$ cat config.mk
export PLATFORM = sky130hd
export DESIGN_NAME = lpddr3_lane_tx_ctrl_flat
export DESIGN_NICKNAME = d
export VERILOG_FILES = /design/src/rtl/lpddr3_lane_tx_ctrl_pkg.sv /design/src/rtl/lpddr3_lane_tx_ctrl_if.sv /design/src/rtl/lpddr3_lane_tx_ctrl_lane_dly_seq.sv /design/src/rtl/lpddr3_lane_tx_ctrl.sv /design/src/flat_wrapper.sv
export SDC_FILE = /design/constraint.sdc
export NUM_CORES = 1
export LEC_CHECK = 0
export CAP_MARGIN = 20
export CORE_UTILIZATION = 54
export DETAILED_ROUTE_END_ITERATION = 6
export PLACE_DENSITY_LB_ADDON = 0.25
export SLEW_MARGIN = 20
export SYNTH_ARGS = -nofsm -noshare
export SYNTH_HDL_FRONTEND = slang
export SYNTH_SLANG_ARGS = --single-unit
$ cat constraint.sdc
create_clock -name fab_clk -period 3.6 [get_ports fab_clk]
set_input_delay 0.36 -clock fab_clk [delete_from_list [all_inputs] [get_ports fab_clk]]
set_output_delay 0.36 -clock fab_clk [all_outputs]
set_load 0.02 [all_outputs]
$ cat src/rtl/lpddr3_lane_tx_ctrl_pkg.sv
// Shared types and defaults for the LPDDR3 byte-lane transmit controller.
// Holds the delay sequencer state enum, parameter defaults and the OE width helper.
package lpddr3_lane_pkg;

    localparam int GEAR_DEF     = 8;
    localparam int DLY_W_DEF    = 8;
    localparam int MAX_TAP_DEF  = 255;
    localparam int INIT_TAP_DEF = 1;
    localparam int STEP_GAP_DEF = 4;

    typedef enum logic [2:0] {
        S_IDLE,
        S_LOAD,
        S_MOVE,
        S_GAP,
        S_DONE,
        S_ERR
    } dly_state_t;

    // OE bus is half the TX gearing per channel
    function automatic int oe_w(input int gear);
        return gear / 2;
    endfunction

endpackage

$ cat src/rtl/lpddr3_lane_tx_ctrl_if.sv
// Lane bus: write beats, TX/OE gearbox outputs, delay requests and IOD delay controls.
// slave = controller side, master = fabric/IOD side.
interface lpddr3_lane_tx_ctrl_if
    import lpddr3_lane_pkg::*;
#(
    parameter int NUM_CH = 9,
    parameter int GEAR   = GEAR_DEF,
    parameter int DLY_W  = DLY_W_DEF,
    parameter int CH_W   = (NUM_CH > 1) ? $clog2(NUM_CH) : 1
);

    logic                          wr_valid;
    logic [NUM_CH*GEAR-1:0]        wr_data;
    logic [NUM_CH*GEAR-1:0]        tx_data;
    logic [NUM_CH*oe_w(GEAR)-1:0]  oe_data;

    logic                          dly_req;
    logic                          dly_load;
    logic [CH_W-1:0]               dly_ch;
    logic [DLY_W-1:0]              dly_target;
    logic                          dly_ready;
    logic                          dly_done;
    logic                          dly_err;
    logic [DLY_W-1:0]              dly_cur;

    logic [NUM_CH-1:0]             delay_line_move;
    logic [NUM_CH-1:0]             delay_line_direction;
    logic [NUM_CH-1:0]             delay_line_load;
    logic [NUM_CH-1:0]             delay_line_out_of_range;

    modport slave (
        input  wr_valid, wr_data, dly_req, dly_load, dly_ch, dly_target,
        input  delay_line_out_of_range,
        output tx_data, oe_data, dly_ready, dly_done, dly_err, dly_cur,
        output delay_line_move, delay_line_direction, delay_line_load
    );

    modport master (
        output wr_valid, wr_data, dly_req, dly_load, dly_ch, dly_target,
        output delay_line_out_of_range,
        input  tx_data, oe_data, dly_ready, dly_done, dly_err, dly_cur,
        input  delay_line_move, delay_line_direction, delay_line_load
    );

endinterface

$ cat src/rtl/lpddr3_lane_tx_ctrl_lane_dly_seq.sv
// Per-channel output delay sequencer: steps/loads IOD delay lines and tracks tap codes.
// Ports: clk/rst, request (req/load/ch/target), status (ready/done/err/cur), IOD controls.
module lane_dly_seq
    import lpddr3_lane_pkg::*;
#(
    parameter int NUM_CH   = 9,
    parameter int DLY_W    = DLY_W_DEF,
    parameter int MAX_TAP  = MAX_TAP_DEF,
    parameter int INIT_TAP = INIT_TAP_DEF,
    parameter int STEP_GAP = STEP_GAP_DEF,
    parameter int CH_W     = (NUM_CH > 1) ? $clog2(NUM_CH) : 1
) (
    input  logic              clk,
    input  logic              rst,
    input  logic              req,
    input  logic              load,
    input  logic [CH_W-1:0]   ch,
    input  logic [DLY_W-1:0]  target,
    input  logic [NUM_CH-1:0] oor,
    output logic              ready,
    output logic              done,
    output logic              err,
    output logic [DLY_W-1:0]  cur,
    output logic [NUM_CH-1:0] dl_move,
    output logic [NUM_CH-1:0] dl_dir,
    output logic [NUM_CH-1:0] dl_load
);

    localparam int GW = (STEP_GAP > 2) ? $clog2(STEP_GAP) : 1;
    localparam logic [GW-1:0]    GAP_LAST = GW'(STEP_GAP - 2);
    localparam logic [DLY_W-1:0] TAP_MAX  = DLY_W'(MAX_TAP);
    localparam logic [DLY_W-1:0] TAP_INIT = DLY_W'(INIT_TAP);

    dly_state_t        state, state_nx;
    logic [CH_W-1:0]   ch_q;
    logic [DLY_W-1:0]  tgt_q;
    logic              dir_q;
    logic [GW-1:0]     gap_q;
    logic [DLY_W-1:0]  code [NUM_CH];
    logic [DLY_W-1:0]  code_q;
    logic [NUM_CH-1:0] sel;
    logic              tgt_ovf;

    // only build the range check when the code width can exceed MAX_TAP
    if (MAX_TAP < (2 ** DLY_W) - 1) begin : g_ovf
        assign tgt_ovf = target > TAP_MAX;
    end else begin : g_no_ovf
        assign tgt_ovf = 1'b0;
    end

    always_comb begin
        cur    = '0;
        code_q = '0;
        for (int c = 0; c < NUM_CH; c++) begin
            if (ch == CH_W'(c))   cur    = code[c];
            if (ch_q == CH_W'(c)) code_q = code[c];
        end
    end

    assign sel = NUM_CH'(1) << ch_q;

    always_comb begin
        state_nx = state;
        unique case (state)
            S_IDLE: begin
                if (req) begin
                    if (load)              state_nx = S_LOAD;
                    else if (tgt_ovf)      state_nx = S_ERR;
                    else if (target == cur) state_nx = S_DONE;
                    else                   state_nx = S_MOVE;
                end
            end
            S_LOAD: state_nx = S_DONE;
            S_MOVE: state_nx = S_GAP;
            S_GAP: begin
                if (gap_q == GAP_LAST) begin
                    if (|(oor & sel))         state_nx = S_ERR;
                    else if (code_q == tgt_q) state_nx = S_DONE;
                    else                      state_nx = S_MOVE;
                end
            end
            S_DONE:  state_nx = S_IDLE;
            S_ERR:   state_nx = S_IDLE;
            default: state_nx = S_IDLE;
        endcase
    end

    always_ff @(posedge clk) begin
        if (rst) begin
            state <= S_IDLE;
            ch_q  <= '0;
            tgt_q <= '0;
            dir_q <= 1'b0;
            gap_q <= '0;
            err   <= 1'b0;
            for (int c = 0; c < NUM_CH; c++) code[c] <= TAP_INIT;
        end else begin
            state <= state_nx;
            if (state == S_IDLE && req) begin
                ch_q  <= ch;
                tgt_q <= target;
                dir_q <= !load && (target > cur);
                err   <= 1'b0;
            end
            if (state == S_ERR) err <= 1'b1;
            if (state == S_MOVE)     gap_q <= '0;
            else if (state == S_GAP) gap_q <= gap_q + 1'b1;
            // tracker saturates at both ends instead of wrapping
            for (int c = 0; c < NUM_CH; c++) begin
                if (ch_q == CH_W'(c)) begin
                    if (state == S_LOAD) begin
                        code[c] <= TAP_INIT;
                    end else if (state == S_MOVE) begin
                        if (dir_q && code[c] != TAP_MAX)
                            code[c] <= code[c] + 1'b1;
                        else if (!dir_q && code[c] != '0)
                            code[c] <= code[c] - 1'b1;
                    end
                end
            end
        end
    end

    assign ready   = (state == S_IDLE);
    assign done    = (state == S_DONE);
    assign dl_move = (state == S_MOVE) ? sel : '0;
    assign dl_load = (state == S_LOAD) ? sel : '0;
    assign dl_dir  = (state != S_IDLE && dir_q) ? sel : '0;

endmodule

$ cat src/rtl/lpddr3_lane_tx_ctrl.sv
// LPDDR3 byte-lane TX controller: write pipeline with OE pre/postamble plus delay sequencer.
// Ports: fab_clk, tx_sync_rst (sync, active high), bus (lane interface, slave side).
module lpddr3_lane_tx_ctrl
    import lpddr3_lane_pkg::*;
#(
    parameter int NUM_CH   = 9,
    parameter int GEAR     = GEAR_DEF,
    parameter int DLY_W    = DLY_W_DEF,
    parameter int MAX_TAP  = MAX_TAP_DEF,
    parameter int INIT_TAP = INIT_TAP_DEF,
    parameter int STEP_GAP = STEP_GAP_DEF
) (
    input  logic                   fab_clk,
    input  logic                   tx_sync_rst,
    lpddr3_lane_tx_ctrl_if.slave   bus
);

    localparam int DW = NUM_CH * GEAR;
    localparam int OW = NUM_CH * oe_w(GEAR);

    logic          v1, v2, v3;
    logic [DW-1:0] d1, d2;
    logic [DW-1:0] tx_q;
    logic [OW-1:0] oe_q;

    // v1 gives the preamble cycle, v3 the postamble cycle
    always_ff @(posedge fab_clk) begin
        if (tx_sync_rst) begin
            v1   <= 1'b0;
            v2   <= 1'b0;
            v3   <= 1'b0;
            d1   <= '0;
            d2   <= '0;
            tx_q <= '0;
            oe_q <= '0;
        end else begin
            v1   <= bus.wr_valid;
            d1   <= bus.wr_data;
            v2   <= v1;
            d2   <= d1;
            v3   <= v2;
            tx_q <= v2 ? d2 : '0;
            oe_q <= {OW{v1 | v2 | v3}};
        end
    end

    assign bus.tx_data = tx_q;
    assign bus.oe_data = oe_q;

    lane_dly_seq #(
        .NUM_CH   (NUM_CH),
        .DLY_W    (DLY_W),
        .MAX_TAP  (MAX_TAP),
        .INIT_TAP (INIT_TAP),
        .STEP_GAP (STEP_GAP)
    ) u_seq (
        .clk     (fab_clk),
        .rst     (tx_sync_rst),
        .req     (bus.dly_req),
        .load    (bus.dly_load),
        .ch      (bus.dly_ch),
        .target  (bus.dly_target),
        .oor     (bus.delay_line_out_of_range),
        .ready   (bus.dly_ready),
        .done    (bus.dly_done),
        .err     (bus.dly_err),
        .cur     (bus.dly_cur),
        .dl_move (bus.delay_line_move),
        .dl_dir  (bus.delay_line_direction),
        .dl_load (bus.delay_line_load)
    );

endmodule

$ cat src/flat_wrapper.sv
// flat-port wrapper written by rule: the top's interface ports become plain ports
module lpddr3_lane_tx_ctrl_flat import lpddr3_lane_pkg::*;
#(
    parameter int NUM_CH   = 9,
    parameter int GEAR     = GEAR_DEF,
    parameter int DLY_W    = DLY_W_DEF,
    parameter int MAX_TAP  = MAX_TAP_DEF,
    parameter int INIT_TAP = INIT_TAP_DEF,
    parameter int STEP_GAP = STEP_GAP_DEF
)
  (fab_clk, tx_sync_rst, bus_wr_valid, bus_wr_data, bus_dly_req, bus_dly_load, bus_dly_ch, bus_dly_target, bus_delay_line_out_of_range, bus_tx_data, bus_oe_data, bus_dly_ready, bus_dly_done, bus_dly_err, bus_dly_cur, bus_delay_line_move, bus_delay_line_direction, bus_delay_line_load);
  lpddr3_lane_tx_ctrl_if #(.NUM_CH(NUM_CH), .GEAR(GEAR), .DLY_W(DLY_W)) bus_i ();
  input  logic fab_clk;
  input  logic tx_sync_rst;
  input wire logic [$bits(bus_i.wr_valid)-1:0] bus_wr_valid;
  input wire logic [$bits(bus_i.wr_data)-1:0] bus_wr_data;
  input wire logic [$bits(bus_i.dly_req)-1:0] bus_dly_req;
  input wire logic [$bits(bus_i.dly_load)-1:0] bus_dly_load;
  input wire logic [$bits(bus_i.dly_ch)-1:0] bus_dly_ch;
  input wire logic [$bits(bus_i.dly_target)-1:0] bus_dly_target;
  input wire logic [$bits(bus_i.delay_line_out_of_range)-1:0] bus_delay_line_out_of_range;
  output wire logic [$bits(bus_i.tx_data)-1:0] bus_tx_data;
  output wire logic [$bits(bus_i.oe_data)-1:0] bus_oe_data;
  output wire logic [$bits(bus_i.dly_ready)-1:0] bus_dly_ready;
  output wire logic [$bits(bus_i.dly_done)-1:0] bus_dly_done;
  output wire logic [$bits(bus_i.dly_err)-1:0] bus_dly_err;
  output wire logic [$bits(bus_i.dly_cur)-1:0] bus_dly_cur;
  output wire logic [$bits(bus_i.delay_line_move)-1:0] bus_delay_line_move;
  output wire logic [$bits(bus_i.delay_line_direction)-1:0] bus_delay_line_direction;
  output wire logic [$bits(bus_i.delay_line_load)-1:0] bus_delay_line_load;
  assign bus_i.wr_valid = bus_wr_valid;
  assign bus_i.wr_data = bus_wr_data;
  assign bus_i.dly_req = bus_dly_req;
  assign bus_i.dly_load = bus_dly_load;
  assign bus_i.dly_ch = bus_dly_ch;
  assign bus_i.dly_target = bus_dly_target;
  assign bus_i.delay_line_out_of_range = bus_delay_line_out_of_range;
  assign bus_tx_data = bus_i.tx_data;
  assign bus_oe_data = bus_i.oe_data;
  assign bus_dly_ready = bus_i.dly_ready;
  assign bus_dly_done = bus_i.dly_done;
  assign bus_dly_err = bus_i.dly_err;
  assign bus_dly_cur = bus_i.dly_cur;
  assign bus_delay_line_move = bus_i.delay_line_move;
  assign bus_delay_line_direction = bus_i.delay_line_direction;
  assign bus_delay_line_load = bus_i.delay_line_load;
  lpddr3_lane_tx_ctrl #(.NUM_CH(NUM_CH), .GEAR(GEAR), .DLY_W(DLY_W), .MAX_TAP(MAX_TAP), .INIT_TAP(INIT_TAP), .STEP_GAP(STEP_GAP)) u_core (.fab_clk(fab_clk), .tx_sync_rst(tx_sync_rst), .bus(bus_i));
endmodule
==> impl_metrics.py, run 1 <==
metrics = {
    "outcome": {
        "outcome": "finished with violations",
        "violations": "DRC",
    },
    "setup_path": {
        "cp.required_ns": 3.24,
        "critPathArrivalTime_ns": 3.11,
        "start_kind": "flop",
        "critPathMaxFanout": 38,
        "criticalPathCategory": "flop to output port",
        "worst_setup_path_end_kind": "output port",
    },
    "sta": {
        "setup_viol": 0,
        "drv_slew": 0,
        "fin_crit_ns": 3.47,
        "postLayoutSetupSlackWorst_ns": 0.126,
        "relSlewSlack_pct": 34.6,
        "clock_skew_ns": 0.0139,
        "tightest_slew_ns": 0.981,
        "hold_violations": 0,
        "fin_hold_ws_ns": 0.0821,
        "rsz0062_at_grt": "no",
        "max_freq_mhz": 288,
        "finalCritPeriodShare_pct": 96.5,
    },
    "global_routing": {
        "overflow": 0,
        "grt_start_max_net_pins": 103,
        "antenna_found_initial": 0,
        "grt_pass1_wl_um": 62300,
        "grt_use_total_pct": 29.6,
        "first_global_vias": 11200,
    },
    "yosys": {
        "synth.area.mux_share_pct": 1.43,
        "avgSynthCellArea_um2": 9.25,
        "synth_area_leader_cell": "dfxtp_1",
        "post_synth_xor_area_fraction_pct": 1.76,
        "yosysMostFrequentCell": "dfxtp_1",
        "syn_area_um2": 14400,
        "synth_fp_nets": 1697,
        "synth_compound_area_share_pct": 13.9,
        "synth_edf_count": 72,
        "ys_seq_area_share_pct": 48.2,
        "synth-adder-area-share_pct": 3.52,
        "synth_top_area_share_pct": 33.2,
        "postSynthCellCount": 1559,
        "synth_seq_cells": 311,
        "yosys_warnings": 0,
        "yosys-top-cells-area": "dfxtp_1, edfxtp_1, nor2b_1, and2_1, ha_1",
        "synth_simple_gate_area_share_pct": 25.3,
        "synthTopCellsByCount": "dfxtp_1, nor2b_1, nand2_1, nor2_1, a21oi_1",
        "synth_top_family_by_area": "simple AND/OR/NAND/NOR gates",
        "synth.distinct_cells": 80,
        "async_flop_share_pct": 0,
        "ys.flop_type": "dfxtp_1",
    },
    "clock_tree": {
        "hold_buffers": 0,
        "cts_tree": "yes",
        "clk_pin_slew_ns": 0.07,
        "cts_buffers": 30,
        "cts.path.max_buffers": 3,
        "insertion_delay_ns": 0.57,
        "htreeDepth": 1,
        "cts.sinks": 311,
        "root_buffer": "clkbuf_16",
        "cts_setup_buffers": 0,
        "cts_resized": 0,
    },
    "routing": {
        "vias": 12300,
        "vias_per_cell": 5.80,
        "dr.pass1.iters": 7,
        "drc_errors": 116,
        "wl_um": 41600,
        "wl_per_cell_um": 19.7,
        "final_antenna_net_count": 0,
        "drtIter0Drc": 1272,
    },
    "floorplan": {
        "start_util_pct": 55.2,
        "ios": 244,
        "die_h_um": 165,
        "num_rows": 59,
        "die-area_um2": 27400,
        "coreArea_um2": 26100,
        "die_w_um": 165,
    },
    "power": {
        "p_per_area_nw_per_um2": 456,
        "ir_worst_vdd_v": 0.000349,
        "p_leak_nw": 6.83,
    },
    "finish": {
        "drive_gt1_share_pct": 7.43,
        "nNetsFinal": 1894,
        "syn2layout_area_growth_pct": 25.1,
    },
    "hold_path": {
        "hold_path_class": "primary input to flop",
    },
    "place": {
        "pre_cts_ws_ns": -0.0213,
        "portBuffers": 243,
        "dp_hpwl_um": 30300,
        "routabilityCongestion": 0.962,
    },
    "job": {
        "drv_cap": 0,
    },
}
## layer usage
layer	wire, um	share of wire, %	track usage [%]
met4	1000	2.4	8.93
met5	0	0	0
met2	19700	47	50.3
met3	3880	9.3	4.67
met1	17000	41	38.7
## critical path, cell delays in order, from the launching register on
cell             delay, ns
dfxtp_1               0.34
buf_4                 0.26
nor2_1                0.42
nand3_1               0.35
nor2_1                0.46
clkdlybuf4s50_1       0.71
## final timing paths
path / startpoint / depth (start not counted) / end / slack [ns]
max: u_core.u_seq.ch_q[0]$_SDFFE_PP0P_ / 5 / bus_delay_line_move[6] / 0.13
min: tx_sync_rst / 2 / u_core.u_seq.tgt_q[5]$_SDFFE_PP0P_ / 0.08
max reg2reg: u_core.u_seq.ch_q[0]$_SDFFE_PP0P_ / 12 / u_core.u_seq.code[8][7]$_SDFFCE_PN0P_ / 0.45
min reg2reg: u_core.d2[71]$_SDFF_PP0_ / 1 / u_core.bus.tx_data[71]$_SDFF_PP0_ / 0.42
## where the power goes
part	leakage, nW	internal, mW	total [mW]	switching, mW
sequential	2.67	3.74	3.91	0.167
clock	0.499	1.77	3.10	1.33
combinational	3.66	0.526	1.23	0.702
total	6.83	6.03	8.24	2.20
## cells in the final DEF, fill, tap and decap left out, drive strengths merged, types with 12 or more instances in the layout
cell type	n
a21oi	91
and3	20
a221oi	18
buf	61
mux2i	15
edfxtp	72
clkbuf	43
nand2	122
a31oi	18
clkdlybuf4s50	242
xnor2	13
o22ai	12
and2	88
inv	48
xor2	16
o21ai	68
nand3b	12
ha	39
nor2b	164
dfxtp	239
nor3	37
a22oi	15
nand3	52
nor2	105
## layout make-up
| cell class | instances | area (um^2) |
|---|---|---|
| Sequential cell | 311 | 6950 |
| Timing Repair Buffer | 303 | 2880 |
| Fill cell | 2014 | 8090 |
| Antenna cell | 1 | 2.50 |
| Clock inverter | 10 | 88.8 |
| Clock buffer | 43 | 911 |
| Inverter | 45 | 169 |
| Multi-Input combinational cell | 1065 | 6620 |
| Tap cell | 335 | 419 |
## flip-flops by register name, summed over array words and instances (netlist names)
register	count
u_core.d1	72
u_core.u_seq.tgt_q	8
u_core.u_seq.err	1
u_core.u_seq.state	3
u_core.bus.tx_data	72
u_core.u_seq.dir_q	1
u_core.u_seq.ch_q	4
u_core.v2	1
u_core.u_seq.gap_q	2
u_core.v3	1
u_core.u_seq.code	72
u_core.bus.oe_data	1
u_core.v1	1
u_core.d2	72
## per-stage QoR
| stage | utilization (%) | total power, mW | cell area, um^2 | instances | TNS (ns) |
|---|---|---|---|---|---|
| 6_report | 69.1 | 8.24 | 18000 | 2113 | 0 |
| 5_1_grt | 69.0 | 8.51 | 18000 | 2112 | 0 |
| 4_1_cts | 69.0 | 8.26 | 18000 | 2112 | 0 |
| 3_5_place_dp | 65.2 | 5.17 | 17000 | 2059 | -0.0235 |
| 3_3_place_gp | 65.2 | 5.15 | 17000 | 2059 | -0.0293 |
| 2_1_floorplan | - | 4.69 | 14400 | 1559 | 0 |
## cells by family after synthesis
family,Yosys count
simple gates,670
buf+inv,183
flops,311
compound gates,306
fa+ha+maj,40
xor+xnor,29
mux,20
No activity file was read; power rests on OpenSTA's default activity.
==> inputs of run 2 (changes only) <==
--- a/config.mk
+++ b/config.mk
@@ -6,9 +6,12 @@
 export NUM_CORES = 1
 export LEC_CHECK = 0
 export CAP_MARGIN = 20
-export CORE_UTILIZATION = 54
+export CORE_MARGIN = 4
+export CORE_UTILIZATION = 64
 export DETAILED_ROUTE_END_ITERATION = 6
+export DONT_BUFFER_PORTS = 1
 export PLACE_DENSITY_LB_ADDON = 0.25
+export SETUP_SLACK_MARGIN = 0.2
 export SLEW_MARGIN = 20
 export SYNTH_ARGS = -nofsm -noshare
 export SYNTH_HDL_FRONTEND = slang
==> run 2 against run 1 <==
  * Final area is 9.8% lower
  * Largest power group unchanged
  * Clock skew grew 0.0042 ns
  * Core utilization is 4.9 points higher
  * Critical path depth increased by 7
  * The run now ends clean
==> impl_metrics.py, run 2 (synthesis results as in run 1) <==
metrics = {
    "sta": {
        "postLayoutSetupSlackWorst_ns": 0.438,
        "drv_slew": 0,
        "relSlewSlack_pct": 43.7,
        "finalSetupTns_ns": 0,
        "max_freq_mhz": 316,
        "clock_skew_ns": 0.0180,
        "fin_crit_ns": 3.16,
        "finalCritPeriodShare_pct": 87.8,
        "hold_violations": 0,
        "setup_viol": 0,
        "rsz0062_at_grt": "no",
        "fin_hold_ws_ns": 0.0440,
        "tightest_slew_ns": 0.837,
    },
    "setup_path": {
        "cp.required_ns": 3.92,
        "regToRegSetupSlack_ns": 0.44,
        "start_kind": "flop",
        "rr_worst_depth": 12,
        "r2r-end": "u_core.u_seq.code[8][7]$_SDFFCE_PN0P_",
        "worst_setup_path_end_kind": "flop",
        "worstReg2RegStart": "u_core.u_seq.code[8][4]$_SDFFCE_PN0P_",
        "critPathArrivalTime_ns": 3.48,
        "criticalPathCategory": "flop to flop",
        "critPathMaxFanout": 8,
    },
    "power": {
        "finalPower_mw": 8.05,
        "ir_worst_vdd_v": 0.000531,
        "p_leak_nw": 6.22,
        "p_per_area_nw_per_um2": 495,
    },
    "hold_path": {
        "min_to": "u_core.u_seq.dir_q$_SDFFE_PP0P_",
        "hold_path_class": "primary input to flop",
        "whs_path_depth": 2,
        "min_from": "bus_dly_load",
    },
    "global_routing": {
        "grt_start_max_net_pins": 168,
        "grt_use_total_pct": 32.3,
        "first_global_vias": 11200,
        "grt_pass1_wl_um": 63300,
        "antenna_found_initial": 0,
        "overflow": 0,
    },
    "place": {
        "placed_cells": 1745,
        "dp_hpwl_um": 27300,
        "place_area_um2": 14400,
        "portBuffers": 0,
        "pre_cts_ws_ns": 0.486,
        "routabilityCongestion": 1.02,
    },
    "clock_tree": {
        "cts.sinks": 311,
        "cts.path.max_buffers": 3,
        "cts_buffers": 30,
        "clk_pin_slew_ns": 0.07,
        "root_buffer": "clkbuf_16",
        "htreeDepth": 1,
        "cts_tree": "yes",
        "insertion_delay_ns": 0.58,
    },
    "finish": {
        "fin_util_pct": 73.9,
        "layout_commonest_cell": "dfxtp_1",
        "antenna_cells": 0,
        "drive_gt1_share_pct": 7.17,
        "syn2layout_area_growth_pct": 12.9,
        "final_cell_count_no_fill": 1884,
        "postLayoutCellArea_um2": 16300,
        "final_cell_mix": "dfxtp_1, nor2b_1, nand2_1, nor2_1, a21oi_1",
        "nNetsFinal": 1723,
    },
    "job": {
        "drv_cap": 0,
    },
    "routing": {
        "vias": 11800,
        "wl_um": 42000,
        "wl_per_cell_um": 22.3,
        "vias_per_cell": 6.28,
        "dr.pass1.iters": 7,
        "final_antenna_net_count": 0,
        "drtIter0Drc": 1360,
        "drc_errors": 0,
    },
    "floorplan": {
        "die_w_um": 158,
        "die-area_um2": 25000,
        "die_h_um": 158,
        "num_rows": 54,
        "ios": 244,
        "start_util_pct": 65.5,
        "coreArea_um2": 22000,
    },
    "outcome": {
        "outcome": "completed",
    },
}
[run 2: report_power, final]
group	internal, mW	leakage, nW	switching, mW
logic	0.414	3.08	0.645
clock network	1.67	0.471	1.38
registers	3.74	2.67	0.198
total	5.83	6.22	2.23
[run 2: worst max-delay path by stage]
stage | startpoint | to | depth (start not counted)
after detailed placement | u_core.u_seq.code[0][3]$_SDFFCE_PP0P_ | u_core.u_seq.state[2]$_SDFFE_PP0P_ | 13
after global routing | u_core.u_seq.code[1][4]$_SDFFCE_PP0P_ | u_core.u_seq.state[2]$_SDFFE_PP0P_ | 13
final | u_core.u_seq.code[8][4]$_SDFFCE_PN0P_ | u_core.u_seq.code[8][7]$_SDFFCE_PN0P_ | 12
after floorplan | bus_dly_ch[0] | u_core.u_seq.dir_q$_SDFFE_PP0P_ | 13
after CTS | u_core.u_seq.code[0][3]$_SDFFCE_PP0P_ | u_core.u_seq.state[1]$_SDFFE_PP0P_ | 13
after global placement | u_core.u_seq.code[0][3]$_SDFFCE_PP0P_ | u_core.u_seq.state[2]$_SDFFE_PP0P_ | 13
[run 2: per-layer routing]
layer | part of all wire [%] | routed length, um | track usage (%)
met4 | 3.8 | 1590 | 11.0
met1 | 38 | 16200 | 40.9
met5 | 0 | 0 | 0
met3 | 10 | 4190 | 8.12
met2 | 48 | 20100 | 54.0
[run 2: area by class of cell]
class                   count  area, um^2
flip-flops and latches    311        6950
multi-input cells        1065        6620
fillers                  1506        5740
repair buffers            132        1240
clock buffers              37         807
well taps                 280         350
inverters                  45         169
clock inverters            14         138
[run 2: timing repair]
item                                    CTS  global route
gates resized for setup                   0             1
endpoints found under the hold margin   166             0
setup buffers                             0             2
hold buffers                             86             0
endpoints found under the setup margin    0             2
[run 2: worst max-delay path, stage by stage (launching register included)]
cell      delay, ns
edfxtp_1       0.49
or4_1          0.56
o21ai_0        0.23
nor2_1         0.07
buf_4          0.17
ha_1           0.29
a21o_1         0.17
a21oi_1        0.22
o21bai_1       0.11
a21oi_1        0.23
o21ai_0        0.14
xnor2_1        0.17
nor2_1         0.05
==> inputs of run 3 (changes only) <==
--- a/config.mk
+++ b/config.mk
@@ -11,8 +11,11 @@
 export DETAILED_ROUTE_END_ITERATION = 6
 export DONT_BUFFER_PORTS = 1
 export PLACE_DENSITY_LB_ADDON = 0.25
+export REMOVE_ABC_BUFFERS = 1
 export SETUP_SLACK_MARGIN = 0.2
+export SKIP_CTS_REPAIR_TIMING = 1
 export SLEW_MARGIN = 20
 export SYNTH_ARGS = -nofsm -noshare
 export SYNTH_HDL_FRONTEND = slang
+export SYNTH_HIERARCHICAL = 1
 export SYNTH_SLANG_ARGS = --single-unit
==> run 3 against run 2 <==
  * Fmax decreased by 3.8%
  * Global-route usage shrank 4.8 points
  * Wire length decreased by 5.6%
  * Critical path depth rose by 3
  * Final area rose by 1.2%
==> impl_metrics.py, run 3 <==
metrics = {
    "outcome": {
        "outcome": "completed",
    },
    "setup_path": {
        "worst_setup_path_end_kind": "flop",
        "cp.required_ns": 4.07,
        "critPathArrivalTime_ns": 3.76,
        "criticalPathCategory": "flop to flop",
        "start_kind": "flop",
        "critPathMaxFanout": 8,
    },
    "place": {
        "place_area_um2": 14500,
        "portBuffers": 0,
        "dp_hpwl_um": 25800,
        "routabilityCongestion": 0.992,
    },
    "global_routing": {
        "grt_use_met3_pct": 5.00,
        "busiest_layer": "met2",
        "grt_start_max_net_pins": 182,
        "antenna_found_initial": 0,
        "first_global_vias": 10400,
        "use_met2_pct": 44.1,
        "grt_use_total_pct": 27.5,
        "overflow": 0,
        "grt_pass1_wl_um": 57300,
        "use_met1_pct": 36.8,
    },
    "finish": {
        "multi_input_area_um2": 6730,
        "nNetsFinal": 1703,
        "drive_gt1_share_pct": 8.06,
        "final_cell_mix": "dfxtp_1, nor2b_1, nand2_1, nor2_1, dlygate4sd3_1",
        "syn2layout_area_growth_pct": 12.7,
        "layout_commonest_cell": "dfxtp_1",
        "postLayoutCellArea_um2": 16500,
        "fillerInstances": 1618,
        "antenna_cells": 0,
        "register_area_um2": 6950,
    },
    "yosys": {
        "synthTopCellsByCount": "dfxtp_1, nor2b_1, nand2_1, nor2_1, and2_1",
        "postSynthCellCount": 1538,
        "synth_top_area_share_pct": 32.7,
        "async_flop_share_pct": 0,
        "yosysMostFrequentCell": "dfxtp_1",
        "synth_edf_count": 72,
        "synth.distinct_cells": 82,
        "synth_area_leader_cell": "dfxtp_1",
        "syn_area_um2": 14600,
        "ys.flop_type": "dfxtp_1",
        "synth_seq_cells": 311,
        "yosys_warnings": 6,
        "yosys-top-cells-area": "dfxtp_1, edfxtp_1, nor2b_1, and2_1, ha_1",
        "ys_seq_area_share_pct": 47.5,
        "avgSynthCellArea_um2": 9.51,
    },
    "floorplan": {
        "start_util_pct": 64.8,
        "num_rows": 55,
        "coreArea_um2": 22600,
        "die-area_um2": 25300,
        "die_h_um": 159,
        "ios": 244,
        "die_w_um": 159,
    },
    "routing": {
        "wl_um": 39700,
        "dr.pass1.iters": 7,
        "drtIter0Drc": 1253,
        "final_antenna_net_count": 0,
        "vias_per_cell": 6.24,
        "vias": 11700,
        "wl_per_cell_um": 21.2,
        "drc_errors": 0,
    },
    "clock_tree": {
        "cts_tree": "yes",
        "htreeDepth": 1,
        "cts.sinks": 311,
        "cts.path.max_buffers": 3,
        "insertion_delay_ns": 0.58,
        "clk_pin_slew_ns": 0.06,
        "root_buffer": "clkbuf_16",
        "cts_buffers": 31,
    },
    "power": {
        "p_per_area_nw_per_um2": 497,
        "swShare_pct": 26.5,
        "p_int_mw": 6.02,
        "seqPwrFrac_pct": 48.1,
        "finalPower_mw": 8.18,
        "p_sw_mw": 2.17,
        "ir_worst_vdd_v": 0.000370,
        "comb_power_share_pct": 11.6,
        "p_leak_nw": 6.42,
        "pwr-share-clk_pct": 40.3,
    },
    "sta": {
        "drv_slew": 0,
        "hold_violations": 0,
        "max_freq_mhz": 304,
        "finalCritPeriodShare_pct": 91.3,
        "fin_crit_ns": 3.29,
        "relSlewSlack_pct": 35.1,
        "tightest_slew_ns": 0.966,
        "setup_viol": 0,
        "clock_skew_ns": 0.0172,
        "rsz0062_at_grt": "no",
    },
    "hold_path": {
        "hold_path_class": "primary input to flop",
    },
    "job": {
        "drv_cap": 0,
    },
}
-- run 3: cell types whose count changed after synthesis, moves of 7 or more --
cell	before	now
and3_1	19	30
o21ai_0	68	43
a21oi_1	91	77
nor2_1	105	89
nand2_1	121	111
inv_1	45	54
buf_2	17	24
nand3_1	51	42
clkbuf_1	77	50
a31oi_1	18	7
buf_6	1	13
a221oi_1	18	27
-- run 3: cells by family after synthesis --
kind of cell / share of synthesized area (%)
XOR/XNOR: 1.86
AND/OR/NAND/NOR: 24.5
adder cells (fa/ha/maj): 3.47
flip-flops: 47.5
AO/OA/AOI/OAI: 13.6
multiplexers: 2.46
buffers and inverters: 6.55
-- run 3: cell type report --
class / count / share of cell area (%)
flip-flops and latches: 311 / 42.2
repair buffers: 125 / 7.23
well taps: 285 / 2.16
clock inverters: 16 / 1.06
multi-input cells: 1042 / 40.8
inverters: 54 / 1.23
clock buffers: 40 / 5.29
-- run 3: power by group through the flow --
| stage | Clock [mW] | Combinational (mW) | Sequential (mW) |
|---|---|---|---|
| after floorplan | 0 | 0.546 | 3.98 |
| after global placement | 0 | 0.796 | 3.99 |
| after detailed placement | 0 | 0.814 | 4.00 |
| after CTS | 3.32 | 0.819 | 3.92 |
| after global routing | 3.48 | 1.03 | 3.95 |
| final | 3.30 | 0.951 | 3.93 |
-- run 3: through the flow --
stage	hold slack (ns)	setup TNS, ns	std cells	worst slack, ns	utilization (%)
2_1_floorplan	0.406	-60.11	1407	-1.66	-
3_3_place_gp	0.406	0	1731	0.417	64.4
3_5_place_dp	0.412	0	1731	0.372	64.4
4_1_cts	-0.154	0	1787	0.370	69.1
5_1_grt	0.0250	0	1873	0.208	73.0
6_report	0.0169	0	1873	0.314	73.0
-- run 3: critical path, stage by stage, from the launching register on --
cell	delay (ns)
edfxtp_1	0.51
inv_1	0.15
nor2_1	0.05
a211oi_1	0.23
a21oi_1	0.07
o21ai_0	0.40
a211oi_1	0.11
a221o_1	0.40
ha_1	0.32
nand4_1	0.19
nor2_1	0.20
nor3_1	0.06
a21oi_1	0.12
nor4_1	0.06
a21oi_1	0.12
a21bo_1	0.20
-- run 3: final timing paths --
kind / start / end / slack, ns / cells after the start
worst max-delay path: u_core/u_seq/code[0][0]$_SDFFCE_PP1P_ / u_core/u_seq/state[1]$_SDFFE_PP0P_ / 0.31 / 15
worst max register to register: u_core/u_seq/code[0][0]$_SDFFCE_PP1P_ / u_core/u_seq/state[1]$_SDFFE_PP0P_ / 0.31 / 15
worst min register to register: u_core/d2[71]$_SDFF_PP0_ / u_core/bus.tx_data[71]$_SDFF_PP0_ / 0.42 / 1
worst min-delay path: tx_sync_rst / u_core/v3$_SDFF_PP0_ / 0.02 / 1
-- run 3: per-layer routing --
| layer | vias to the layer above | routed length (um) |
|---|---|---|
| met1 | 5489 | 15600 |
| met5 | - | 0 |
| met4 | 0 | 1990 |
| met3 | 137 | 3410 |
| li1 | 5428 | - |
| met2 | 641 | 18700 |
